**src/rtl/product_bcd_conv.sv**
```systemverilog
// Sequential binary-to-BCD converter (double dabble): 8-bit product in,
// 3-digit BCD out, one shift per clock, valid/ready handshakes on both sides.
module product_bcd_conv (
  input  logic        clk,
  input  logic        rst_n,
  input  logic        ena,
  input  logic [7:0]  in_data,
  input  logic        in_valid,
  output logic        in_ready,
  output logic [11:0] out_bcd,
  output logic        out_valid,
  input  logic        out_ready,
  output logic        busy
);

  typedef enum logic [1:0] {IDLE, SHIFT, DONE} state_t;

  state_t      state;
  logic [7:0]  shift_reg;
  logic [11:0] bcd;
  logic [3:0]  cnt;
  logic [10:0] bcd_adj;

  // Only the low 11 bits survive the shift, so the hundreds digit is
  // adjusted modulo 8; the compare still sees the full digit.
  always_comb begin
    bcd_adj = bcd[10:0];
    for (int unsigned i = 0; i < 2; i++) begin
      if (bcd[4*i +: 4] >= 4'd5)
        bcd_adj[4*i +: 4] = bcd[4*i +: 4] + 4'd3;
    end
    if (bcd[11:8] >= 4'd5)
      bcd_adj[10:8] = bcd[10:8] + 3'd3;
  end

  always_ff @(posedge clk or negedge rst_n) begin
    if (!rst_n) begin
      state     <= IDLE;
      shift_reg <= '0;
      bcd       <= '0;
      cnt       <= '0;
    end else if (ena) begin
      case (state)
        IDLE: begin
          if (in_valid) begin
            shift_reg <= in_data;
            bcd       <= '0;
            cnt       <= '0;
            state     <= SHIFT;
          end
        end
        SHIFT: begin
          {bcd, shift_reg} <= {bcd_adj, shift_reg, 1'b0};
          cnt              <= cnt + 4'd1;
          if (cnt == 4'd7)
            state <= DONE;
        end
        DONE: begin
          if (out_ready)
            state <= IDLE;
        end
        default: state <= IDLE;
      endcase
    end
  end

  assign in_ready  = rst_n && ena && (state == IDLE);
  assign out_valid = (state == DONE);
  assign busy      = (state == SHIFT);
  assign out_bcd   = bcd;

endmodule

```
**config.mk**
```make
export PLATFORM = sky130hd
export DESIGN_NAME = product_bcd_conv
export DESIGN_NICKNAME = d
export VERILOG_FILES = /design/src/rtl/product_bcd_conv.sv
export SDC_FILE = /design/constraint.sdc
export NUM_CORES = 1
export LEC_CHECK = 0
export CAP_MARGIN = 10
export CORE_UTILIZATION = 51
export DETAILED_ROUTE_END_ITERATION = 7
export PLACE_DENSITY = 0.78
export SKIP_CTS_REPAIR_TIMING = 1
export SLEW_MARGIN = 20
export SYNTH_ARGS = -nofsm -noshare
export SYNTH_HDL_FRONTEND = slang
export SYNTH_SLANG_ARGS = --single-unit
```
**constraint.sdc**
```tcl
create_clock -name clk -period 1.43 [get_ports clk]
set_input_delay 0.143 -clock clk [delete_from_list [all_inputs] [get_ports clk]]
set_output_delay 0.143 -clock clk [all_outputs]
set_load 0.01 [all_outputs]
```
==> impl_metrics.ini <==
[timing]
tns_ps = -284
slew_headroom_pct = 77.9
rsz0062_at_grt = yes
fmax_mhz = 643
drv_slew = 0
hold_viol = 0
fin_crit_ps = 1550
period_share_pct = 109
tightest_slew_ps = 332
setup_ws_ps = -125
finalSetupViolations = 6
skew_ps = 14.9

[critical_path]
crit_path_cell_trace = buf_4, buf_4, nor2_1, and2_1, clkbuf_2
crit_slowest_cell = dfrtp_1
max_stage_delay_ps = 440
reg2reg_depth = 5
critPathKind = reg -> out
r2r-end = shift_reg[7]
crit_arrival_ps = 1410
start_kind = register
crit_top_cell = buf_4
cp_max_fo = 4
r2r-start = state[1]
r2r_slack_ps = -70
endpoint_kind = primary output
cp_data_required_time_ps = 1290
crit_path_start = state[0]

[placed_design]
numPortBuffers = 27
placedInstanceArea_um2 = 1870
hpwl_mm = 2.59
gp_congestion = 0.815

[floorplan]
io_pins = 28
core-area_um2 = 2760
die_w_um = 56.0
num_rows = 19
start_util_pct = 53.9
die_h_um = 56.0
dieArea_um2 = 3130

[drt]
drt_iter0_markers = 45
drt-total-wl_mm = 3.84
wire_per_inst_um = 16.3
antenna_left = 0
vias_per_cell = 5.84
drcViolationCount = 0
vias = 1373
dr.pass1.iters = 4

[run]
drv_cap = 0

[yosys]
syn_area_per_cell_um2 = 9.91
synth-edff-count = 0
synthDistinctLibCells = 32
syn_nets = 170
synthFlopType = dfrtp_1
yosysWarnings = 0
ys_ff_latch = 26
netlist_area_um2 = 1490
yosysSeqAreaShare_pct = 43.8
synthCells = 150
synthArstFlopShare_pct = 100

[finish]
postLayoutCoreUtil_pct = 78.1
fillers = 186
final_cell_mix = 29 x buf_4, 25 x dfrtp_1, 18 x o21ai_0, 15 x clkdlybuf4s50_1, 11 x dlymetal6s2s_1
drive_gt1_share_pct = 29.9
ff_latch_area_um2 = 652
fin_area_um2 = 2150
nets = 226
area_delta_synth_final_pct = 44.9
layout_commonest_cell = buf_4
largest_register_ffs = 12
multi_input_area_um2 = 837
num_antenna_cells = 0

[clock_tree]
cts.root.buffer_cell = clkbuf_4
htreeDepth = 1
cts_tree = done
clockBufferDepth = 2
numCtsBuffers = 3
path_clk_slew_ps = 150
clock_sinks = 26
insertion_delay_ps = 330

[run_status]
status = complete, but fails checks
violations = setup timing

[pwr]
peakVddDrop_mv = 1.62
power.leakage_nw = 1.11
power_density_nw_per_um2 = 1870

[hold_path]
hold_class = in -> async

[grt]
grt_pass1_vias = 1281
grt-ovfl-total = 0
grt_max_degree = 27
grt_pass1_wl_mm = 5.75
grt.total_usage_pct = 23.4
antenna_found_initial = 0
## where the power goes
group          total (W)  internal (W)  switching, W
Sequential       0.00125       0.00102      0.000224
Clock           0.000321     0.0000988      0.000222
Combinational    0.00246       0.00129       0.00117
## cell usage after synthesis, types with 3 or more instances
library cell,instances,area [µm²]
o21ai_0,30,150
dfrtp_1,26,651
inv_1,12,45.0
ha_1,7,87.6
mux2i_1,6,60.1
o2111ai_1,6,52.6
a22o_1,5,43.8
nor2b_1,5,31.3
nand2_1,4,15.0
nand3_1,4,20.0
nor2_1,4,15.0
a211oi_1,3,22.5
buf_4,3,22.5
nand2b_1,3,18.8
o211ai_1,3,22.5
o21a_1,3,22.5
o311ai_1,3,26.3
o31ai_1,3,22.5
## critical path: cells and delay by family (launching register included)
family                 cells  cell delay (ps)
and+or+nand+nor            2              260
buffers and inverters      3              390
DFF                        1              440
## cell type report
cell class	count	area share [%]
tap	31	1.80
inverter	12	2.09
timing repair buffer	60	25.9
sequential	26	30.3
multi-input combinational	103	38.9
clock buffer	3	1.05
## worst max path at each step
stage,end,slack (ps),cells after the start
5_1_grt,in_ready,-200,5
4_1_cts,in_ready,-390,4
3_3_place_gp,in_ready,-200,5
2_1_floorplan,out_bcd[2],70,5
3_5_place_dp,in_ready,-250,5
6_report,in_ready,-120,5
## stage by stage
stage | hold WS [ps] | cells | power [W] | worst slack, ps
2_1_floorplan | -153 | 150 | 0.00240 | 72.7
6_report | 211 | 235 | 0.00403 | -125
4_1_cts | 234 | 219 | 0.00348 | -393
3_3_place_gp | 494 | 216 | 0.00305 | -203
3_5_place_dp | 492 | 216 | 0.00317 | -245
5_1_grt | 250 | 235 | 0.00429 | -204
## metal layers
metal  share of wire [%]  wire length (µm)  track usage (%)
met5                   0                 0                0
met4                 1.6                60             8.01
met3                 4.4               167             2.09
met2                  53              2040             41.8
met1                  41              1580             29.4
## logic make-up (layout without fill, tap and decap cells)
family / after synthesis / in the layout / share of synthesized area, %
muxes: 6 / 6 / 4.04
DFF: 26 / 26 / 43.8
adders and majority gates: 7 / 7 / 5.89
and+or+nand+nor: 29 / 29 / 11.9
AOI/OAI and AO/OA: 59 / 59 / 26.0
buffers and inverters: 21 / 75 / 7.24
xor gates and xnor gates: 2 / 2 / 1.18
Power figures use the tool's default switching activity.
